==> config.mk <==
export PLATFORM = sky130hd
export DESIGN_NAME = io_arbiter
export DESIGN_NICKNAME = d
export VERILOG_FILES = /design/src/rtl/io_arbiter.sv
export SDC_FILE = /design/constraint.sdc
export NUM_CORES = 1
export LEC_CHECK = 0
export ABC_AREA = 1
export ABC_CLOCK_PERIOD_IN_PS = 2700
export BUFFER_PORTS_ARGS = -buffer_cell sky130_fd_sc_hd__buf_2
export CORE_ASPECT_RATIO = 0.75
export CORE_MARGIN = 2
export CORE_UTILIZATION = 54
export DETAILED_ROUTE_END_ITERATION = 6
export PLACE_DENSITY = 0.9
export RECOVER_POWER = 100
export SLEW_MARGIN = 20
export SYNTH_ARGS = -nofsm -noshare
export SYNTH_HDL_FRONTEND = slang
export SYNTH_SLANG_ARGS = --single-unit
export TNS_END_PERCENT = 1
==> constraint.sdc <==
create_clock -name clk -period 2.7 [get_ports clk]
set_input_delay 0.81 -clock clk [delete_from_list [all_inputs] [get_ports clk]]
set_output_delay 0.81 -clock clk [all_outputs]
set_load 0.05 [all_outputs]
==> src/rtl/io_arbiter.sv <==
// Arbitrates the CPU's byte-wide I/O port across four peripheral channels:
// posted writes are queued and drained in order, reads wait behind the queue.
module io_arbiter #(
  parameter int unsigned DEPTH   = 4,
  parameter int unsigned TIMEOUT = 255
) (
  input  logic        clk,
  input  logic        rst,
  input  logic [1:0]  io_sel,
  input  logic [7:0]  io_wdata,
  input  logic        io_output,
  input  logic        io_reading,
  output logic [7:0]  io_rdata,
  output logic        io_stall,
  output logic [3:0]  ch_valid,
  output logic        ch_we,
  output logic [7:0]  ch_wdata,
  input  logic [3:0]  ch_ready,
  input  logic [31:0] ch_rdata,
  output logic        err
);

  localparam int unsigned PW = $clog2(DEPTH);
  localparam int unsigned CW = $clog2(DEPTH + 1);
  localparam int unsigned WW = $clog2(TIMEOUT + 1);

  typedef struct packed {
    logic [1:0] sel;
    logic [7:0] data;
  } wr_entry_t;

  typedef enum logic [1:0] {
    R_IDLE,
    R_FLUSH,
    R_REQ,
    R_DONE
  } rstate_t;

  wr_entry_t         fifo [DEPTH];
  wr_entry_t         head_e;
  logic [PW-1:0]     head;
  logic [PW-1:0]     tail;
  logic [CW-1:0]     count;
  logic [WW-1:0]     wd;
  logic [WW-1:0]     wd_d;
  rstate_t           rstate;
  rstate_t           rstate_d;

  logic              full;
  logic              wr_act;
  logic              rd_act;
  logic              act_ready;
  logic              xfer_to;
  logic              push;
  logic              pop;

  assign head_e = fifo[head];
  assign full   = (count == CW'(DEPTH));

  // Active transfer selection: a read request owns the channel bus, otherwise the FIFO head drains.
  always_comb begin
    ch_valid  = 4'b0000;
    ch_we     = 1'b0;
    ch_wdata  = 8'h00;
    wr_act    = 1'b0;
    rd_act    = 1'b0;
    act_ready = 1'b0;
    if (rstate == R_REQ) begin
      rd_act    = 1'b1;
      ch_valid  = 4'b0001 << io_sel;
      act_ready = ch_ready[io_sel];
    end else if (count != CW'(0)) begin
      wr_act    = 1'b1;
      ch_valid  = 4'b0001 << head_e.sel;
      ch_we     = 1'b1;
      ch_wdata  = head_e.data;
      act_ready = ch_ready[head_e.sel];
    end
  end

  assign xfer_to = (wr_act | rd_act) & ~act_ready & (wd == WW'(TIMEOUT - 1));
  assign push    = io_output & ~full & (rstate == R_IDLE) & ~io_reading;
  assign pop     = wr_act & (act_ready | xfer_to);

  // Watchdog restarts on idle, completion or abandonment.
  always_comb begin
    wd_d = wd + WW'(1);
    if (!(wr_act | rd_act) || act_ready || xfer_to) begin
      wd_d = '0;
    end
  end

  always_comb begin
    rstate_d = rstate;
    case (rstate)
      R_IDLE: begin
        if (io_reading) begin
          rstate_d = (count != CW'(0)) ? R_FLUSH : R_REQ;
        end
      end
      R_FLUSH: begin
        if (count == CW'(0)) begin
          rstate_d = R_REQ;
        end
      end
      R_REQ: begin
        if (act_ready || xfer_to) begin
          rstate_d = R_DONE;
        end
      end
      R_DONE:  rstate_d = R_IDLE;
      default: rstate_d = R_IDLE;
    endcase
  end

  assign io_stall = (io_output & full)
                  | (io_reading & (rstate != R_DONE))
                  | (io_output & (rstate != R_IDLE));

  always_ff @(posedge clk or negedge rst) begin
    if (!rst) begin
      rstate   <= R_IDLE;
      head     <= '0;
      tail     <= '0;
      count    <= '0;
      wd       <= '0;
      io_rdata <= 8'h00;
      err      <= 1'b0;
    end else begin
      rstate <= rstate_d;
      wd     <= wd_d;
      if (push) begin
        tail <= tail + PW'(1);
      end
      if (pop) begin
        head <= head + PW'(1);
      end
      case ({push, pop})
        2'b10:   count <= count + CW'(1);
        2'b01:   count <= count - CW'(1);
        default: count <= count;
      endcase
      if (rd_act && act_ready) begin
        io_rdata <= ch_rdata[{io_sel, 3'b000} +: 8];
      end else if (rd_act && xfer_to) begin
        io_rdata <= 8'hFF;
      end
      if (xfer_to) begin
        err <= 1'b1;
      end
    end
  end

  // Payload storage carries no reset; validity is tracked by count.
  always_ff @(posedge clk) begin
    if (push) begin
      fifo[tail] <= '{sel: io_sel, data: io_wdata};
    end
  end

endmodule

* Yosys cells after proc, flatten, opt, wreduce, memory -nomap -nowiden
Memory sizes are Yosys's and may differ from the RTL's. Cells that the tools add are included.
Storage, ports and cells: bits in writable memories 40, register bits 26, word-level logic and storage cells 82, bits of input ports 50, memories 1, output and inout bits 23
Memories:
- fifo | words 4, width 10, rd ports 1, clocked after memory_dff 0, wr ports 1, RTL line 39 | wr_entry_t fifo [DEPTH];
Cells by class: add/sub/neg operators 5, order comparisons 2, shifts and indexed selects 3, eq/ne operators 11, reduce and logical (&&, ||, !) cells 13, bitwise operators 16, multiplexer cells 24
Operators with widths (count):
- 2-to-1 mux 8 bit | 5
- indexed part select 32 x 6 -> 8 bit | 1
- AND 1 bit | 9
- 2-to-1 mux 1 bit | 9
- adder 8 x 1 -> 8 bit (second input constant) | 1
- == test 8 bit (second input constant) | 1
- 2-to-1 mux 2 bit | 4
- 2-to-1 mux 4 bit | 2
- one-hot mux 2 bit (4 select lines) | 1
- left shift 1 x 2 -> 4 bit (first input constant) | 2
- == test 2 bit (second input constant) | 3
- less-than comparator 2 x 3 -> 1 bit (second input constant) | 2
- inequality test 2 bit (second input constant) | 3
- one-hot mux 3 bit (2 select lines) | 1
- nonzero test 2 bit | 3
- adder 2 x 1 -> 2 bit (second input constant) | 2
- binary-select mux 1 bit (select 2 bit) | 2
- == test 2 x 1 -> 1 bit (second input constant) | 2
- bitwise OR 1 bit | 4
- adder 3 x 1 -> 3 bit (second input constant) | 1
- == test 3 bit (second input constant) | 1
- zero test 3 bit | 1
- logical OR 1 bit | 3
- inverter 1 bit | 3
- other kinds (7) | 8

* Longest topological paths before layout
Gate-level depths: netlist of the first run. An unclocked memory read counts as a cell.
depth after elaboration 12, mapped depth 18, gate-level depth less buffers 18

* Least setup slack after synthesis of the first run
No wires, ideal clock.
path type reg-to-output, from register rstate[0], to output port ch_valid[1], required time 1.890 ns, path slack -0.971 ns, cell stages (with the launch flop) 7, data arrival time 2.861 ns, cells stage by stage dfrtp_1 -> inv_1 -> ha_1 -> buf_2 -> nor2_2 -> inv_2 -> o32ai_1
On the way: cells in the longest elaborated chain, start to end 2
RTL lines:
- start: declaration | RTL line 46 | rstate_t rstate;
- start signal: assignment | RTL line 130 | rstate <= rstate_d;
- == test 2 bit | RTL line 68 | if (rstate == R_REQ) begin
- 2-to-1 mux 4 bit | RTL line 68
- end: declaration | RTL line 15 | output logic [3:0] ch_valid,
No other way between the ends.

* Worst setup path after layout of the first run
from register head[0], to output port ch_valid[1]
On the way: cells in the longest elaborated chain, start to end 4
RTL lines:
- start: declaration | RTL line 41 | logic [PW-1:0] head;
- start signal: assignment | RTL line 136 | head <= head + PW'(1);
- memory (4 x 10 bit)
- left shift 1 x 2 -> 4 bit | RTL line 74 | ch_valid = 4'b0001 << head_e.sel;
- 2-to-1 mux 4 bit | RTL line 72 | end else if (count != CW'(0)) begin
- 2-to-1 mux 4 bit | RTL line 68
No other way between the ends.

==> results of run 1 <==
[cells by family after synthesis]
family                   Yosys count
AND/OR/NAND/NOR                  173
buffers and inverters             39
flip-flops                        66
AO/OA/AOI/OAI                     47
adder cells (fa/ha/maj)           12
XOR/XNOR                           6
[through the flow]
step	hold WS [ns]	TNS, ns	cells	setup WS [ns]
2_1_floorplan	0.451	-0.114	343	-0.0334
3_3_place_gp	0.454	0	507	0.0461
3_5_place_dp	0.453	-0.0407	507	-0.0407
4_1_cts	0.471	0	523	0.0128
5_1_grt	0.504	-0.119	528	-0.0703
6_report	0.480	0	528	0.00128
[cell type report]
type                            instances  area [sq um]  area share
Timing Repair Buffer                  100           553       0.131
Tap cell                               78          97.6      0.0232
Clock inverter                          6          67.6      0.0161
Sequential cell                        66          1850       0.441
Clock buffer                           10           128      0.0303
Multi-Input combinational cell        238          1390       0.331
Inverter                               30           115      0.0274
[cells in the final DEF (no fill, tap or decap), types with 2 or more instances in the layout]
cell / synthesis / layout
a21oi_1: 11 / 3
a21oi_2: 0 / 8
a22oi_1: 8 / 8
a32o_1: 2 / 2
buf_2: 2 / 49
buf_4: 1 / 27
buf_6: 1 / 2
clkbuf_1: 4 / 23
clkbuf_8: 0 / 9
clkinv_4: 0 / 2
clkinvlp_4: 0 / 2
dfrtp_1: 26 / 25
edfxtp_1: 40 / 40
ha_1: 11 / 11
inv_1: 23 / 23
inv_2: 7 / 6
nand2_1: 61 / 59
nand2_2: 6 / 6
nand2_4: 3 / 5
nand3_1: 29 / 25
nand3_2: 0 / 4
nand4_1: 10 / 11
nor2_1: 55 / 54
nor2_2: 3 / 3
nor3b_1: 3 / 3
o21ai_0: 19 / 17
o21ai_1: 1 / 3
xnor2_1: 3 / 3
xor2_1: 3 / 3
[final timing paths]
check / startpoint / end / slack, ns / cells past startpoint
min: io_rdata[7]$_DFFE_PN0P_ / io_rdata[7]$_DFFE_PN0P_ / 0.48 / 2
max reg2reg: head[0]$_DFFE_PN0P_ / count[2]$_DFFE_PN0P_ / 0.03 / 18
min in group asynchronous: rst / io_rdata[1]$_DFFE_PN0P_ / 0.77 / 1
min reg2reg: io_rdata[7]$_DFFE_PN0P_ / io_rdata[7]$_DFFE_PN0P_ / 0.48 / 2
max in group asynchronous: rst / head[1]$_DFFE_PN0P_ / 1.01 / 1
max: head[0]$_DFFE_PN0P_ / ch_valid[1] / 0.001 / 8
[worst max-delay path: cells and delay by family, from the launching register on]
| kind | cells | cell delay (ns) |
|---|---|---|
| buffers and inverters | 4 | 0.57 |
| flip-flops | 1 | 0.44 |
| AO/OA/AOI/OAI | 1 | 0.26 |
| AND/OR/NAND/NOR | 3 | 0.28 |
[sequential cells by signal (all words and copies together) (netlist names)]
name      count
head          2
err           1
rstate        2
io_rdata      8
tail          2
count         3
wd            8
fifo         40
[power breakdown]
part	total (mW)	leakage (nW)	switching [mW]	internal [mW]
clock	0.815	0.0925	0.388	0.428
sequential	1.42	0.678	0.139	1.28
combinational	2.96	1.06	2.08	0.883
[timing repair]
item | CTS | global route
setup endpoints to repair | 2 | 12
gates resized for setup | 3 | 16
pin swaps | 0 | 5
setup buffers | 0 | 5
endpoints found under the hold margin | 0 | 0
[routing by layer]
| metal | routed length, um | GRT usage | vias to the layer above |
|---|---|---|---|
| met4 | 154 | 0.121 | 0 |
| met5 | 0 | 0 | - |
| li1 | - | - | 1374 |
| met3 | 769 | 0.0631 | 28 |
| met1 | 3380 | 0.324 | 1403 |
| met2 | 4310 | 0.408 | 193 |
==> results.cfg, run 1 <==
[sta]
fin_crit_sh = 1.00
finalHoldViolations = 0
worst_pin_slew_ns = 1.40
drv_slew = 0
max_freq_mhz = 371
period_needed_ns = 2.70
rsz0062_at_grt = yes
relSlewSlack = 0.0643
finalClockSkew_ns = 0.00902
final-setup-viol-count = 0

[global_route]
antenna_found_initial = 0
grt_pass1_wl_um = 12900
grt_start_max_net_pins = 27
globalRouteTotalUtil = 0.253
overflow = 0
grt_pass1_vias = 2830

[synth]
yosysTopAreaCellShare = 0.362
async_flop_share = 0.394
synth_top_family_by_area = simple AND/OR/NAND/NOR gates
syn_nets = 405
synth_simple_gate_area_frac = 0.243
yosys.area_share.xor_xnor = 0.0159
synthCells = 343
synth_area_sq_um = 3310
synthAdderAreaFrac = 0.0476
synth-edff-count = 40
synth_seq_cells = 66
yosysUniqueCellTypes = 34
synth-main-ff-cell = edfxtp_1
yosysTopAreaCell = edfxtp_1
synth_area_per_cell_sq_um = 9.66
yosysMostFrequentCell = nand2_1
synth-compound-area-share = 0.0868
ys_warn_count = 0
yosys-top-cells-area = edfxtp_1 36%, dfrtp_1 20%, nand2_1 6.9%, nor2_1 6.2%, nand3_1 4.4%
synth_mux_area_frac = 0
yosys-top-cells-count = 61 x nand2_1, 55 x nor2_1, 40 x edfxtp_1
ys_seq_area_frac = 0.559

[place]
place_congestion = 0.827
port_buffers = 72
dpl_cell_area_sq_um = 3970
hpwl_um = 5350

[clocking]
clock_sinks = 66
cts_buffers = 9
h-tree-depth = 3
clock_path_buffers = 2
cts_root_buf = clkbuf_8
clk_pin_slew_ns = 0.08
worstSkewPairLatency_ns = 0.35
cts_tree = yes
holdBufCountCts = 0

[cells_and_area]
design_area_sq_um = 4210
post-route-util = 0.715
num-nets-final = 507
syn2layout_area_growth_pct = 26.9
n_fill_cell = 387
drive_gt1_frac = 0.296
n_antenna_cell = 0

[drt]
detail_route.wl_per_cell_um = 16.3
vias_per_cell = 5.68
drt_first_pass_iters = 5
drt-initial-drc-count = 330
wl_um = 8610
vias = 2998
ant_nets = 0
drc = 0

[critical_path]
worstPathCellList = buf_6 -> buf_4 -> nand2_1 -> nand3_2 -> nand2_4 -> inv_2 -> o32ai_4 -> buf_6
arrival_ns = 1.89
cpMaxStageDelayCell = dfrtp_1
worstSetupEndpointType = output pin
required_ns = 1.89
critPathKind = register to output pin
cp_common_cell = buf_6
start_kind = register
slowest_delay_ns = 0.44
worstPathMaxFanout = 6

[die]
die_h_um = 71.9
die_x_um = 94.5
num_rows = 24
ioPinCount = 73
core_sq_um = 5890
start_util = 0.563
die_area_sq_um = 6790

[power_and_ir_drop]
vdd_drop_max_v = 0.000588
finalPower_mw = 5.19
p_leak_nw = 1.83
power_density_nw_per_um2 = 1230

[flow_run]
maxCapViolations = 0

[outcome]
outcome = finished clean

[worst_hold_path]
hp-class = register to register
No activity file was read; power rests on OpenSTA's default activity.
==> run 2: changes to the inputs <==
- ABC_CLOCK_PERIOD_IN_PS: 2700 -> 2200
- CORE_UTILIZATION: 54 -> 49
- PLACE_DENSITY: 0.9 -> 0.87
- clock period: 2.7 -> 2.2 ns (I/O delays scaled with it)
==> results.cfg, run 2 (synthesized netlist as in run 1, its figures left out) <==
[global_route]
grt_start_max_net_pins = 27
grt_pass1_wl_um = 16200
grt_pass1_vias = 3247
antenna_found_initial = 0
overflow = 0
globalRouteTotalUtil = 0.286

[critical_path]
r2r-start = wd[0]$_DFF_PN0_
reg2reg_depth = 13
critPathKind = input pin to output pin
worstSetupEndpointType = output pin
r2r_setup_slack_ns = -0.39
arrival_ns = 1.94
r2r_end = count[2]$_DFFE_PN0P_
worstPathMaxFanout = 9
required_ns = 1.54
start_kind = input pin

[drt]
drc = 0
vias = 3359
vias_per_cell = 6.05
wl_um = 11200
detail_route.wl_per_cell_um = 20.2
drt_first_pass_iters = 6
ant_nets = 0
drt-initial-drc-count = 394

[cells_and_area]
mostFrequentLayoutCells = 55 x nor2_1, 54 x nand2_1, 43 x buf_4
drive_gt1_frac = 0.359
largest_reg_flops = 40
syn2layout_area_growth_pct = 39.2
num-nets-final = 531
instances_no_fill = 555
layout_commonest_cell = nor2_1
regMostFlops = fifo
reg_top3 = fifo (40), io_rdata (8), wd (8)
n_antenna_cell = 0

[clocking]
clk_pin_slew_ns = 0.07
holdBufCountCts = 0
h-tree-depth = 3
worstSkewPairLatency_ns = 0.34
clock_path_buffers = 2
cts_tree = yes
cts_root_buf = clkbuf_8
cts_buffers = 9
clock_sinks = 66

[die]
ioPinCount = 73
die_area_sq_um = 7440
die_x_um = 99.0
num_rows = 25
core_sq_um = 6410
die_h_um = 75.2
start_util = 0.517

[worst_hold_path]
worstHoldStart = io_rdata[7]$_DFFE_PN0P_
hold_end = io_rdata[7]$_DFFE_PN0P_
hp-class = register to register
hold_depth = 2

[power_and_ir_drop]
vdd_drop_max_v = 0.000706
finalPower_mw = 7.60
p_leak_nw = 2.00
power_density_nw_per_um2 = 1650

[sta]
period_needed_ns = 2.60
setup_ws_ns = -0.402
rsz0062_at_grt = yes
max_freq_mhz = 384
worst_pin_slew_ns = 1.50
finalHoldViolations = 0
finalClockSkew_ns = 0.00991
fin_crit_sh = 1.18
drv_slew = 0
final-setup-viol-count = 23
relSlewSlack = 0.00297

[place]
place_congestion = 0.858
dpl.cell_count = 528
port_buffers = 72
hpwl_um = 6060

[outcome]
outcome = finished, violations left
violations = max-capacitance violations, negative setup slack

[flow_run]
maxCapViolations = 1
-- run 2: changes by cell type in the layout (fill, tap and decap cells not counted), moves of 4 or more --
cell / previous run / this run
buf_4: 27 / 43
buf_6: 2 / 16
buf_2: 49 / 39
nand2_1: 59 / 54
o21ai_0: 17 / 12
o21ai_1: 3 / 7
-- run 2: power by group --
group	switching [mW]	internal (mW)
sequential	0.210	1.57
clock	0.465	0.635
combinational	2.98	1.75
total	3.65	3.95
-- run 2: how the worst max path moves through the flow --
stage	from	slack [ns]	endpoint	cells after the start
floorplan	rstate[0]$_DFFE_PN0P_	-0.27	count[2]$_DFFE_PN0P_	14
global placement	io_sel[1]	-0.22	count[2]$_DFFE_PN0P_	16
CTS	head[0]$_DFFE_PN0P_	-0.22	ch_valid[2]	8
global route	wd[0]$_DFF_PN0_	-0.48	count[2]$_DFFE_PN0P_	13
finish	io_sel[1]	-0.40	ch_valid[3]	6
detailed placement	io_sel[1]	-0.32	count[2]$_DFFE_PN0P_	16
-- run 2: critical path, stage by stage --
cell      delay, ns
clkbuf_1       0.18
buf_4          0.15
clkbuf_1       0.37
nand3_1        0.25
o31ai_4        0.13
buf_6          0.20
-- run 2: through the flow --
step	setup slack (ns)	setup TNS, ns	utilization	hold WS (ns)	instance area [sq um]
floorplan	-0.274	-3.30	-	0.364	3400
global placement	-0.216	-0.399	0.644	0.452	4130
detailed placement	-0.324	-0.698	0.644	0.464	4130
CTS	-0.215	-2.23	0.704	0.324	4520
global route	-0.477	-6.35	0.719	0.510	4610
finish	-0.402	-3.62	0.719	0.498	4610
-- run 2: area by class of cell --
| type | count | area [sq um] |
|---|---|---|
| clock buffers | 11 | 131 |
| clock inverters | 5 | 78.8 |
| fillers | 386 | 1800 |
| inverters | 30 | 123 |
| multi-input cells | 238 | 1490 |
| flip-flops and latches | 66 | 1850 |
| well taps | 81 | 101 |
| repair buffers | 124 | 835 |
-- run 2: per-layer routing --
layer / part of all wire / vias to the layer above / wire length (um) / global-route usage
li1: - / 1422 / - / -
met1: 0.35 / 1562 / 3860 / 0.339
met2: 0.48 / 291 / 5390 / 0.491
met3: 0.11 / 84 / 1280 / 0.0761
met4: 0.059 / 0 / 661 / 0.152
met5: 0 / - / 0 / 0
-- run 2: timing repair --
item / 4_1_cts / 5_1_grt
pin swaps: 8 / 13
cloned: 0 / 0
setup buffers: 6 / 6
resized for setup: 46 / 31
endpoints found under the setup margin: 16 / 16
endpoints found under the hold margin: 0 / 0
